**config.mk**
```make
export PLATFORM = sky130hd
export DESIGN_NAME = icache
export DESIGN_NICKNAME = d
export VERILOG_FILES = /design/src/rtl/icache.sv
export SDC_FILE = /design/constraint.sdc
export NUM_CORES = 1
export LEC_CHECK = 0
export CAP_MARGIN = 15
export CORE_UTILIZATION = 55
export DETAILED_ROUTE_END_ITERATION = 7
export PLACE_DENSITY = 0.73
export REMOVE_ABC_BUFFERS = 1
export SLEW_MARGIN = 20
export SYNTH_ARGS = -nofsm -noshare
export SYNTH_HDL_FRONTEND = slang
export SYNTH_SLANG_ARGS = --single-unit
export TNS_END_PERCENT = 5
```
**constraint.sdc**
```tcl
create_clock -name CLK -period 14.9 [get_ports CLK]
set_clock_uncertainty 0.2 [all_clocks]
set_input_delay 2.98 -clock CLK [delete_from_list [all_inputs] [get_ports CLK]]
set_output_delay 2.98 -clock CLK [all_outputs]
set_load 0.01 [all_outputs]
```
**src/rtl/icache.sv**
```systemverilog
// Direct-mapped, one-word-per-block instruction cache with a single-miss fill FSM.
// Optional hit/miss counters are enabled by defining ICACHE_STATS_EN.
module icache #(
    parameter int unsigned SETS = 16
) (
    input  logic        CLK,
    input  logic        nRST,
    input  logic        imemREN,
    input  logic [31:0] imemaddr,
    output logic        ihit,
    output logic [31:0] imemload,
    input  logic        flush,
    output logic        iREN,
    output logic [31:0] iaddr,
    input  logic        iwait,
    input  logic [31:0] iload
`ifdef ICACHE_STATS_EN
    ,
    output logic [31:0] hit_count,
    output logic [31:0] miss_count
`endif
);
    localparam int unsigned IDXW = $clog2(SETS);
    localparam int unsigned TAGW = 30 - IDXW;

    typedef enum logic {
        S_IDLE  = 1'b0,
        S_FETCH = 1'b1
    } state_t;

    state_t              r_state;
    state_t              w_next_state;
    logic [SETS-1:0]     r_valid;
    logic [TAGW-1:0]     r_tag  [SETS];
    logic [31:0]         r_data [SETS];
    logic [29:0]         r_maddr;

    logic [IDXW-1:0]     w_idx;
    logic [TAGW-1:0]     w_tag;
    logic [IDXW-1:0]     w_midx;
    logic [TAGW-1:0]     w_mtag;
    logic                w_match;
    logic                w_miss_start;
    logic                w_fill;
    logic [1:0]          w_unused_lsb;

    assign w_idx        = imemaddr[IDXW+1:2];
    assign w_tag        = imemaddr[31:IDXW+2];
    assign w_midx       = r_maddr[IDXW-1:0];
    assign w_mtag       = r_maddr[29:IDXW];
    assign w_unused_lsb = imemaddr[1:0];

    assign w_match      = r_valid[w_idx] && (r_tag[w_idx] == w_tag);
    assign w_miss_start = (r_state == S_IDLE) && imemREN && !w_match && !flush;
    // flush beats a fill completing in the same cycle
    assign w_fill       = (r_state == S_FETCH) && !iwait && !flush;

    // State register
    always_ff @(posedge CLK or negedge nRST) begin
        if (!nRST) r_state <= S_IDLE;
        else       r_state <= w_next_state;
    end

    // Next-state logic
    always_comb begin
        w_next_state = r_state;
        case (r_state)
            S_IDLE:  if (w_miss_start)      w_next_state = S_FETCH;
            S_FETCH: if (flush || !iwait)   w_next_state = S_IDLE;
            default:                        w_next_state = S_IDLE;
        endcase
    end

    // Output logic: hits are combinational from imemaddr, memory port from state
    always_comb begin
        ihit     = 1'b0;
        imemload = 32'h0;
        iREN     = 1'b0;
        iaddr    = 32'h0;
        case (r_state)
            S_IDLE: begin
                ihit = imemREN && w_match && !flush;
                if (ihit) imemload = r_data[w_idx];
            end
            S_FETCH: begin
                iREN  = 1'b1;
                iaddr = {r_maddr, 2'b00};
            end
            default: ;
        endcase
    end

    // Miss address latch and valid bits
    always_ff @(posedge CLK or negedge nRST) begin
        if (!nRST) begin
            r_maddr <= 30'h0;
            r_valid <= '0;
        end else begin
            if (w_miss_start) r_maddr <= imemaddr[31:2];
            if (flush)        r_valid <= '0;
            else if (w_fill)  r_valid[w_midx] <= 1'b1;
        end
    end

    // Tag and data storage carry no reset; valid bits qualify them
    always_ff @(posedge CLK) begin
        if (w_fill) begin
            r_tag[w_midx]  <= w_mtag;
            r_data[w_midx] <= iload;
        end
    end

`ifdef ICACHE_STATS_EN
    logic [31:0] r_hit_count;
    logic [31:0] r_miss_count;

    always_ff @(posedge CLK or negedge nRST) begin
        if (!nRST) begin
            r_hit_count  <= 32'h0;
            r_miss_count <= 32'h0;
        end else begin
            if (ihit)         r_hit_count  <= r_hit_count + 32'd1;
            if (w_miss_start) r_miss_count <= r_miss_count + 32'd1;
        end
    end

    assign hit_count  = r_hit_count;
    assign miss_count = r_miss_count;
`endif

endmodule
```
# After elaboration in Yosys (flattened, before gate mapping)

Memories as Yosys holds them, arrays and structs flattened.
Cells that the tools add are included.

Register bits: 47
Bits in latches: 0
RAM bits: 928
Memory bits (read-only): 0
Bits of input ports: 69
Logic and storage cells: 41
Memories: 2

Memories:

| name   | words | bits a word | rd ports | clocked after Yosys merged registers in | write ports | RTL line | text |
|---|---|---|---|---|---|---|---|
| r_data | 16    | 32          | 1        | 0                                       | 1           | 35       | `logic [31:0] r_data [SETS];` |
| r_tag  | 16    | 26          | 1        | 0                                       | 1           | 34       | `logic [TAGW-1:0] r_tag [SETS];` |

Add/sub/neg operators: 0
Multiply operators: 0
Divide/modulo/power cells: 0
Order comparisons: 3
Eq/ne operators: 1
Shifts and indexed selects: 0
Mux-type cells: 16
Bitwise operators: 2
Reductions and logical operators: 14

Operator list:

| operator           | count |
|---|---|
| $mux 32            | 3 |
| $mux 16            | 2 |
| $eq 26x26->1       | 1 |
| $or 16x16->16      | 1 |
| $lt 4x5->1 const B | 2 |
| $logic_and 1x1->1  | 9 |
| $mux 1             | 8 |
| $bmux 1 s4         | 1 |
| $demux 1 s4        | 1 |
| $ge 4x1->1 const B | 1 |
| $logic_not 1->1    | 3 |
| $pmux 1 s2         | 1 |
| $reduce_bool 2->1  | 1 |
| $logic_or 1x1->1   | 1 |
| $not 1->1          | 1 |

# Longest topological paths before layout

Gate-level depths: netlist of the first run.

Depth in word-level cells: 8
Depth in mapped cells: 15
Mapped depth without buffers: 8

# Least setup slack after synthesis of the first run

OpenSTA, ideal clock, no wires.

Path kind: input -> output
Start point: in imemaddr[2]
End point: out imemload[10]
Arrival: 6.002 ns
Required time: 11.720 ns
Setup slack: 5.718 ns
Cell stages on the path: 13
Buffers on the path: 6
Cell sequence: buf_6 -> buf_6 -> buf_6 -> buf_2 -> buf_1 -> mux2i_1 -> mux2i_1 -> xnor2_1 -> o211ai_1 -> or4_1 -> or4_4 -> buf_6 -> nor2b_1

Word-level cells in the longest chain between the ends: 7
Elaborated cells on any way between the ends: 10

RTL lines:

| element                                     | RTL line | text |
|---|---|---|
| from (decl)                                 | 9        | `input logic [31:0] imemaddr,` |
| $mem_v2 16x26 or $bmux 1 s4 (tied branches) | n/a      |  |
| $eq 26x26->1 or $mux 1 (tied branches)      | 53       | `assign w_match = r_valid[w_idx] && (r_tag[w_idx] == w_tag);` |
| $logic_and 1x1->1                           | 53       |  |
| $logic_and 1x1->1 (2 in a row)              | 82       | `ihit = imemREN && w_match && !flush;` |
| $mux 32 (*)                                 | 83       | `if (ihit) imemload = r_data[w_idx];` |
| $mux 32 (*)                                 | 80       | `case (r_state)` |
| to (decl)                                   | 11       | `output logic [31:0] imemload,` |

Mark *: on every way between the ends. The rest lies on a longest branch, timed or not. The select of a mux whose other input is x is not followed.

# Final worst setup path of the first run

Start point: in imemaddr[2]
End point: out imemload[25]

The elaborated chain is that of the path after synthesis.

==> results of run 1 <==
-- layer usage --
metal / GRT usage, % / vias up / share of wire [%]
li1: - / 8243 / -
met1: 34.36 / 10530 / 39
met2: 42.34 / 875 / 51
met3: 3.872 / 177 / 7.1
met4: 8.569 / 6 / 3.0
met5: 0 / - / 0.043
-- area by class of cell --
class	instances	area (sq um)
Antenna cell	1	2.502
Clock buffer	111	2501
Inverter	22	85.08
Fill cell	4577	25730
Multi-Input combinational cell	792	9557
Timing Repair Buffer	171	1610
Sequential cell	975	29040
Tap cell	940	1176
Clock inverter	65	570.5
-- critical path, cell delays in order --
cell,delay (ns)
buf_8,0.50
buf_4,0.86
mux4_2,0.61
mux2i_1,0.19
a211oi_1,0.17
xnor2_1,0.46
o211ai_1,0.16
or4_1,0.49
or4_4,0.82
nor2b_1,0.31
clkdlybuf4s50_1,0.58
-- flip-flops by register name, summed over array words and instances (netlist names) --
signal / cells
r_data: 512
r_valid: 16
r_tag: 416
r_maddr: 30
r_state: 1
-- power breakdown --
| part | leakage, nW | switching [mW] | internal, mW | total (mW) |
|---|---|---|---|---|
| combinational | 3.81 | 0.189 | 0.155 | 0.344 |
| sequential | 8.95 | 0.0829 | 3.09 | 3.18 |
| clock | 1.49 | 1.02 | 1.35 | 2.36 |
| total | 14.2 | 1.29 | 4.59 | 5.88 |
-- how the worst min path moves through the flow --
stage / startpoint / end / slack [ns] / cells after the start
final: r_valid[2] / r_valid[2] / 0.35 / 2
after global placement: r_valid[9] / r_valid[9] / 0.32 / 2
after global routing: r_valid[8] / r_valid[8] / 0.36 / 2
after floorplan: r_valid[13] / r_valid[13] / 0.31 / 2
after detailed placement: r_valid[2] / r_valid[2] / 0.34 / 2
after CTS: r_valid[2] / r_valid[2] / 0.35 / 2
-- cells by family after synthesis --
group                  count (synthesis)  synth area share [%]
other                                  1              0.009575
AO/OA/AOI/OAI                        131                 2.466
XOR/XNOR                              27                0.6038
flip-flops                           975                 74.16
AND/OR/NAND/NOR                      297                 4.454
buffers and inverters                148                 1.843
multiplexers                         335                 16.47
-- metrics by stage --
step | instances | total power [mW] | worst slack (ns) | util [%]
after floorplan | 1789 | 3.378 | 4.680 | -
after global placement | 2900 | 3.558 | 3.440 | 59.02
after detailed placement | 2900 | 3.575 | 3.465 | 59.02
after CTS | 3076 | 5.912 | 3.369 | 63.39
after global routing | 3076 | 6.043 | 3.220 | 63.39
final | 3077 | 5.881 | 3.411 | 63.39
-- synthesized netlist by cell type, drive strengths merged, types with 2 or more instances --
| cell | instances | area share [%] |
|---|---|---|
| nor2 | 29 | 0.28 |
| and2 | 33 | 0.53 |
| nand4 | 39 | 0.62 |
| inv | 22 | 0.21 |
| nand2 | 13 | 0.12 |
| nand3b | 2 | 0.038 |
| o22ai | 17 | 0.27 |
| or4 | 5 | 0.11 |
| mux2i | 87 | 2.2 |
| buf | 66 | 1.1 |
| nor3b | 5 | 0.096 |
| nor3 | 8 | 0.10 |
| a22oi | 44 | 0.84 |
| a21o | 2 | 0.038 |
| a32oi | 5 | 0.11 |
| and3 | 32 | 0.51 |
| clkbuf | 60 | 0.58 |
| xor2 | 8 | 0.18 |
| or3 | 3 | 0.048 |
| a21oi | 5 | 0.064 |
| nand4b | 2 | 0.045 |
| a22o | 4 | 0.089 |
| or4b | 2 | 0.051 |
| a221oi | 2 | 0.045 |
| nand2b | 6 | 0.096 |
| nand3 | 37 | 0.47 |
| edfxtp | 928 | 71 |
| a211o | 2 | 0.045 |
| o21ai | 4 | 0.051 |
| dfrtp | 47 | 3.0 |
| nor4b | 3 | 0.067 |
| xnor2 | 19 | 0.42 |
| nor2b | 69 | 1.1 |
| mux4 | 246 | 14 |
| a211oi | 3 | 0.058 |
| mux2 | 2 | 0.058 |
| o31ai | 30 | 0.58 |
| nor4 | 5 | 0.080 |
| a31oi | 3 | 0.048 |
==> impl_metrics.py, run 1 <==
metrics = {
    "global_route": {
        "grt_max_degree": 71,
        "overflow": 0,
        "grt_usage_pct": 25.31,
        "antenna_found_initial": 3,
        "grt_pass1_vias": 20340,
        "grt_pass1_wl_microns": 131700,
    },
    "floorplanning": {
        "core_area_sq_um": 70270,
        "start_util_pct": 55.73,
        "dieArea_sq_um": 72280,
        "num_rows": 97,
        "die_w_microns": 268.8,
        "io_pins": 135,
        "die_h_microns": 268.8,
    },
    "clock_network": {
        "clkTransAtPathRegs_ns": 0.06,
        "cts_setup_buffers": 0,
        "cts_hold_buffers": 0,
        "cts_made_buffers": 96,
        "cts_max_level": 3,
        "clkLatencyLatePin_ns": 0.65,
        "cts_resized": 0,
        "clock_path_buffers": 3,
        "cts_tree": "yes",
        "clock-sinks": 975,
        "cts-root-buf": "clkbuf_16",
    },
    "placed_design": {
        "place_congestion": 0.8332,
        "dp_hpwl_microns": 46290,
        "placed_cell_area_sq_um": 41470,
        "portBuffers": 130,
    },
    "setup_path": {
        "crit_fanout": 70,
        "reg2reg_slack_ns": 10.91,
        "arrival_ns": 8.31,
        "end_kind": "primary output",
        "startpoint": "imemaddr[2]",
        "endpoint": "imemload[25]",
        "worstReg2RegEnd": "r_maddr[28]",
        "crit_required_ns": 11.72,
        "crit_path_start_kind": "input port",
        "reg2regPathDepth": 9,
        "critPathKind": "input port to primary output",
        "r2r-start": "r_tag[5][1]",
    },
    "final_layout": {
        "final_cell_area_sq_um": 44550,
        "syn2layout_area_growth_pct": 13.74,
        "final_nets": 2127,
        "final_common_cell": "edfxtp_1",
        "final_cell_mix": "928 x edfxtp_1, 242 x mux4_2, 125 x clkdlybuf4s50_1, 98 x clkbuf_16, 87 x mux2i_1",
        "drive_gt1_share_pct": 21.11,
    },
    "logic_synthesis": {
        "synth-edff-count": 928,
        "synth_ff_type": "edfxtp_1",
        "yosysWarnings": 0,
        "netlist_instances": 1914,
        "synth_area_per_cell_sq_um": 20.46,
        "netlist_area_sq_um": 39160,
        "ys_seq_area_share_pct": 74.16,
        "ys_ff_latch": 975,
        "async_flop_share_pct": 4.821,
        "synth_cell_types": 62,
    },
    "timing": {
        "holdWs_ns": 0.3450,
        "slew_headroom_pct": 23.20,
        "rsz0062_at_grt": "false",
        "setup_viol": 0,
        "hold_viol_final": 0,
        "fmax_mhz": 87.04,
        "slew_violations": 0,
        "worst_pin_slew_ns": 1.149,
        "fin_tns_setup_ns": 0,
        "min_period_over_period_pct": 77.11,
        "final.min_clock_period_ns": 11.49,
    },
    "pwr": {
        "p_leak_nw": 14.24,
        "ir_drop_mv": 0.09832,
        "power_density_nw_per_um2": 132.0,
    },
    "outcome": {
        "outcome": "complete, no violations",
    },
    "route": {
        "wirelength_microns": 89070,
        "drtAntennaViolNets": 0,
        "drc": 0,
        "drt_iter0_markers": 2159,
        "wl_per_cell_microns": 28.95,
        "vias_per_cell": 6.445,
        "firstDrtPassIters": 7,
        "vias": 19830,
    },
    "hold_path": {
        "hold_path_class": "flip-flop to flip-flop",
    },
    "job": {
        "drv_cap": 0,
    },
}
Note: power is estimated with default switching activity, not from simulation.
==> inputs of run 2 (changes only) <==
--- a/config.mk
+++ b/config.mk
@@ -8,7 +8,7 @@
 export CAP_MARGIN = 15
 export CORE_UTILIZATION = 55
 export DETAILED_ROUTE_END_ITERATION = 7
-export PLACE_DENSITY = 0.73
+export PLACE_DENSITY = 0.76
 export REMOVE_ABC_BUFFERS = 1
 export SLEW_MARGIN = 20
 export SYNTH_ARGS = -nofsm -noshare
==> constraint.sdc (replaced) <==
create_clock -name CLK -period 9.4 [get_ports CLK]
set_clock_uncertainty 0.2 [all_clocks]
set_input_delay 1.88 -clock CLK [delete_from_list [all_inputs] [get_ports CLK]]
set_output_delay 1.88 -clock CLK [all_outputs]
set_load 0.01 [all_outputs]
==> run 2 against run 1 <==
  * Die area is the same
  * Core utilization is 0.066 points higher
  * Clock-buffer cell count up 7
  * Sequential cell count unchanged
  * Critical endpoint is now imemload[1]
  * Highest routed layer unchanged
==> impl_metrics.py, run 2 (synthesis gave the netlist of run 1 again) <==
metrics = {
    "clock_network": {
        "clock-sinks": 975,
        "clock_path_buffers": 3,
        "cts_max_level": 3,
        "cts_hold_buffers": 0,
        "cts-root-buf": "clkbuf_16",
        "cts_made_buffers": 92,
        "clkTransAtPathRegs_ns": 0.06,
        "cts_resized": 0,
        "cts_tree": "yes",
        "cts_setup_buffers": 0,
        "clkLatencyLatePin_ns": 0.64,
    },
    "final_layout": {
        "drive_gt1_share_pct": 21.45,
        "syn2layout_area_growth_pct": 13.86,
        "largest_register": "r_data",
        "final_cell_mix": "928 x edfxtp_1, 242 x mux4_2, 125 x clkdlybuf4s50_1, 95 x clkbuf_16, 87 x mux2i_1",
        "reg_top3": "r_data: 512 flops, r_tag: 416 flops, r_maddr: 30 flops",
        "final_nets": 2137,
        "fin_cells": 3081,
        "final_cell_area_sq_um": 44590,
        "largest_reg_flops": 512,
        "final_common_cell": "edfxtp_1",
    },
    "pwr": {
        "p_leak_nw": 14.29,
        "ir_drop_mv": 0.1375,
        "power_density_nw_per_um2": 206.0,
    },
    "route": {
        "drt_iter0_markers": 2678,
        "wirelength_microns": 89270,
        "vias": 20000,
        "firstDrtPassIters": 6,
        "drtAntennaViolNets": 0,
        "wl_per_cell_microns": 28.97,
        "vias_per_cell": 6.492,
        "drc": 0,
    },
    "timing": {
        "worst_pin_slew_ns": 1.102,
        "rsz0062_at_grt": "false",
        "setup_ws_ns": 0.7091,
        "fmax_mhz": 115.1,
        "slew_headroom_pct": 26.55,
        "slew_violations": 0,
        "setup_viol": 0,
        "hold_viol_final": 0,
        "min_period_over_period_pct": 92.46,
        "fin_tns_setup_ns": 0,
        "final.min_clock_period_ns": 8.691,
    },
    "placed_design": {
        "dp_hpwl_microns": 47590,
        "place_congestion": 0.8648,
        "placed_cell_area_sq_um": 41660,
        "dp_cells": 2914,
        "portBuffers": 130,
        "pre_cts_slack_ns": 0.6552,
    },
    "floorplanning": {
        "dieArea_sq_um": 72280,
        "die_h_microns": 268.8,
        "core_area_sq_um": 70270,
        "start_util_pct": 55.73,
        "num_rows": 97,
        "die_w_microns": 268.8,
        "io_pins": 135,
    },
    "job": {
        "drv_cap": 0,
    },
    "global_route": {
        "grt_max_degree": 75,
        "grt_usage_pct": 25.27,
        "grt_pass1_wl_microns": 131600,
        "overflow": 0,
        "antenna_found_initial": 4,
        "grt_pass1_vias": 20250,
    },
    "setup_path": {
        "cpPeakStageDelay_ns": 0.83,
        "slowest_stage": "or4_4",
        "end_kind": "primary output",
        "crit_path_start_kind": "input port",
        "cp_top_family": "buffers and inverters",
        "crit_fanout": 56,
        "crit_buf_inv": 4,
        "arrival_ns": 6.61,
        "cp_common_cell": "buf_4",
        "crit_path_cell_trace": "buf_6 > buf_4 > mux2i_1 > a22oi_1 > a21o_1 > a2111oi_1 > buf_4 > o211ai_1 > or4_1 > or4_4 > nor2b_1 > clkdlybuf4s50_1",
        "critPathKind": "input port to primary output",
        "crit_required_ns": 7.32,
    },
    "hold_path": {
        "hold_path_class": "flip-flop to flip-flop",
    },
    "outcome": {
        "outcome": "complete, no violations",
    },
}
==> run 2: worst paths after layout <==
check	startpoint	to	slack, ns	cells past startpoint
worst min-delay path	r_valid[1]	r_valid[1]	0.34	2
worst min register to register	r_valid[1]	r_valid[1]	0.34	2
max in group asynchronous	nRST	r_maddr[17]	7.40	2
min in group asynchronous	nRST	r_valid[10]	1.15	2
worst max-delay path	imemaddr[3]	imemload[1]	0.71	12
worst max register to register	r_tag[11][24]	r_maddr[20]	5.52	9
==> run 2: area by class of cell <==
| class | instances | area [sq um] |
|---|---|---|
| Tap cell | 940 | 1176 |
| Inverter | 22 | 85.08 |
| Timing Repair Buffer | 185 | 1798 |
| Multi-Input combinational cell | 792 | 9568 |
| Antenna cell | 1 | 2.502 |
| Clock buffer | 118 | 2514 |
| Sequential cell | 975 | 29040 |
| Clock inverter | 48 | 405.4 |
| Fill cell | 4560 | 25680 |
==> run 2: metrics by stage <==
stage / util [%] / hold WS [ns] / power (mW)
global placement: 59.24 / 0.3234 / 5.644
CTS: 63.44 / 0.3392 / 9.229
floorplan: - / 0.3101 / 5.355
finish: 63.46 / 0.3393 / 9.186
detailed placement: 59.29 / 0.3298 / 5.672
global route: 63.46 / 0.3616 / 9.433
==> run 2: layer usage <==
layer,vias up,global-route usage [%],share of wire (%)
li1,8276,-,-
met1,10490,34.08,38
met2,1045,42.54,51
met3,188,3.598,7.9
met4,6,8.968,2.9
met5,-,0,0.048
==> run 2: worst reg2reg max path: stages (launching register included) <==
cell and delay, ns:
edfxtp_1 0.37, mux2i_1 0.16, a22oi_1 0.13, a21o_1 0.20, a2111oi_1 0.71, buf_4 0.24
nor2_1 0.07, or4_2 1.07, o31ai_1 0.48, nand3_1 0.13
==> run 2: power breakdown <==
part	internal [mW]	switching, mW
Combinational	0.252	0.303
Sequential	4.90	0.131
Clock	2.07	1.53
Total	7.23	1.96
==> inputs of run 3 (changes only) <==
--- a/config.mk
+++ b/config.mk
@@ -8,7 +8,8 @@
 export CAP_MARGIN = 15
 export CORE_UTILIZATION = 55
 export DETAILED_ROUTE_END_ITERATION = 7
-export PLACE_DENSITY = 0.76
+export PLACE_DENSITY_LB_ADDON = 0.2
+export RECOVER_POWER = 25
 export REMOVE_ABC_BUFFERS = 1
 export SLEW_MARGIN = 20
 export SYNTH_ARGS = -nofsm -noshare
==> run 3 against run 2 <==
  * The flow now finishes with violations (max-capacitance violations, max-slew violations)
  * Fmax is 0.66% higher
  * Final cell count is 0.19% higher
  * Power is 1.9% higher
  * Register-to-register slack better by 0.06 ns
  * Critical endpoint is now imemload[25]
  * Largest power group unchanged
==> impl_metrics.py, run 3 (synthesis gave the netlist of run 1 again) <==
metrics = {
    "setup_path": {
        "crit_path_cell_trace": "buf_6 > buf_4 > mux4_2 > mux2i_1 > xnor2_1 > nor3_1 > o211ai_1 > or4_1 > or4_4 > nor2b_1 > clkdlybuf4s50_1",
        "end_kind": "primary output",
        "endpoint": "imemload[25]",
        "crit_fanout": 50,
        "startpoint": "imemaddr[3]",
        "crit_required_ns": 7.32,
        "critPathKind": "input port to primary output",
        "reg2regPathDepth": 9,
        "r2r-start": "r_tag[4][12]",
        "worstReg2RegEnd": "r_maddr[4]",
        "crit_path_start_kind": "input port",
        "cpPeakStageDelay_ns": 0.80,
        "reg2reg_slack_ns": 5.58,
        "arrival_ns": 6.55,
        "slowest_stage": "or4_4",
    },
    "global_route": {
        "grt_pass1_wl_microns": 132600,
        "overflow": 0,
        "antenna_found_initial": 5,
        "grt_max_degree": 72,
        "grt_pass1_vias": 20280,
        "grt_usage_pct": 25.51,
    },
    "final_layout": {
        "drive_gt1_share_pct": 21.58,
        "syn2layout_area_growth_pct": 14.18,
        "reg_top3": "r_data: 512 flops, r_tag: 416 flops, r_maddr: 30 flops",
        "largest_reg_flops": 512,
        "largest_register": "r_data",
        "final_cell_mix": "928 x edfxtp_1, 242 x mux4_2, 121 x clkdlybuf4s50_1, 99 x clkbuf_16, 87 x mux2i_1",
        "final_common_cell": "edfxtp_1",
        "final_nets": 2144,
        "fin_cells": 3087,
        "register_area_sq_um": 29040,
        "multi_input_area_sq_um": 9557,
        "nFillCells": 4650,
    },
    "route": {
        "drc": 0,
        "firstDrtPassIters": 6,
        "wirelength_microns": 89680,
        "vias_per_cell": 6.380,
        "vias": 19690,
        "wl_per_cell_microns": 29.05,
        "drt_iter0_markers": 1985,
        "drtAntennaViolNets": 0,
    },
    "clock_network": {
        "clock_path_buffers": 3,
        "cts-root-buf": "clkbuf_16",
        "clkTransAtPathRegs_ns": 0.06,
        "cts_tree": "yes",
        "clkLatencyLatePin_ns": 0.65,
        "cts_hold_buffers": 0,
        "cts_resized": 0,
        "cts_made_buffers": 96,
        "cts_setup_buffers": 0,
        "cts_max_level": 3,
        "clock-sinks": 975,
    },
    "timing": {
        "final.min_clock_period_ns": 8.634,
        "setup_viol": 0,
        "rsz0062_at_grt": "false",
        "slew_headroom_pct": -91.01,
        "fin_tns_setup_ns": 0,
        "holdWs_ns": 0.3415,
        "worst_pin_slew_ns": 2.865,
        "min_period_over_period_pct": 91.85,
        "slew_violations": 48,
        "fmax_mhz": 115.8,
        "hold_viol_final": 0,
    },
    "floorplanning": {
        "core_area_sq_um": 70270,
        "start_util_pct": 55.73,
        "io_pins": 135,
        "dieArea_sq_um": 72280,
        "die_w_microns": 268.8,
        "num_rows": 97,
        "die_h_microns": 268.8,
    },
    "placed_design": {
        "place_congestion": 0.8468,
        "dp_cells": 2916,
        "dp_hpwl_microns": 46990,
        "portBuffers": 130,
    },
    "job": {
        "drv_cap": 1,
    },
    "pwr": {
        "p_leak_nw": 14.33,
        "power_density_nw_per_um2": 209.3,
        "ir_drop_mv": 0.1329,
    },
    "outcome": {
        "violations": "max-capacitance violations, max-slew violations",
        "outcome": "complete, but fails checks",
    },
    "hold_path": {
        "hold_path_class": "flip-flop to flip-flop",
    },
}
==> run 3: cell count changes in the layout (fill, tap and decap cells not counted), moves of 3 or more <==
cell | previous run | this run
clkinvlp_4 | 4 | 8
clkbuf_8 | 5 | 0
clkinv_2 | 17 | 10
buf_4 | 49 | 57
buf_12 | 5 | 2
dlygate4sd3_1 | 0 | 4
clkdlybuf4s50_1 | 125 | 121
clkbuf_1 | 18 | 21
clkbuf_16 | 95 | 99
clkinv_1 | 19 | 16
clkinv_4 | 0 | 3
==> run 3: per-layer routing <==
layer  global-route usage, %  share of wire, %
met1                   35.02                41
met5                       0             0.064
met3                   3.982               6.1
met2                   42.78                51
met4                   7.340               2.2
==> run 3: worst min-delay path by stage <==
stage                start  cells past startpoint  slack [ns]           to
2_1_floorplan  r_valid[13]                      2        0.31  r_valid[13]
3_3_place_gp    r_valid[6]                      2        0.32   r_valid[6]
3_5_place_dp    r_valid[2]                      2        0.33   r_valid[2]
4_1_cts         r_valid[2]                      2        0.34   r_valid[2]
5_1_grt         r_valid[6]                      2        0.36   r_valid[6]
6_report       r_valid[10]                      2        0.34  r_valid[10]
==> run 3: where the power goes <==
part	switching [mW]	internal (mW)
logic	0.300	0.249
clock network	1.59	2.18
registers	0.135	4.90
==> run 3: critical path: cells and delay by family <==
kind            cells  cell delay, ns
xor+xnor            1            0.09
buf+inv             3            1.65
simple gates        4            2.05
compound gates      1            0.19
mux                 2            0.60
==> run 3: layout make-up <==
| cell class | count | share of cell area (%) |
|---|---|---|
| timing repair buffer | 188 | 3.945 |
| inverter | 22 | 0.1903 |
| clock buffer | 119 | 5.708 |
| clock inverter | 50 | 1.206 |
| antenna | 1 | 0.005596 |
| multi-input combinational | 792 | 21.37 |
| sequential | 975 | 64.95 |
| tap | 940 | 2.630 |
==> run 3: stage by stage <==
step / util, % / area (sq um) / total power, mW / worst slack [ns]
3_5_place_dp: 59.21 / 41610 / 5.674 / 0.7491
2_1_floorplan: - / 38530 / 5.355 / 1.380
5_1_grt: 63.63 / 44720 / 9.617 / 0.4827
4_1_cts: 63.61 / 44700 / 9.414 / 0.7361
6_report: 63.64 / 44720 / 9.359 / 0.7657
3_3_place_gp: 59.21 / 41610 / 5.648 / 0.7755
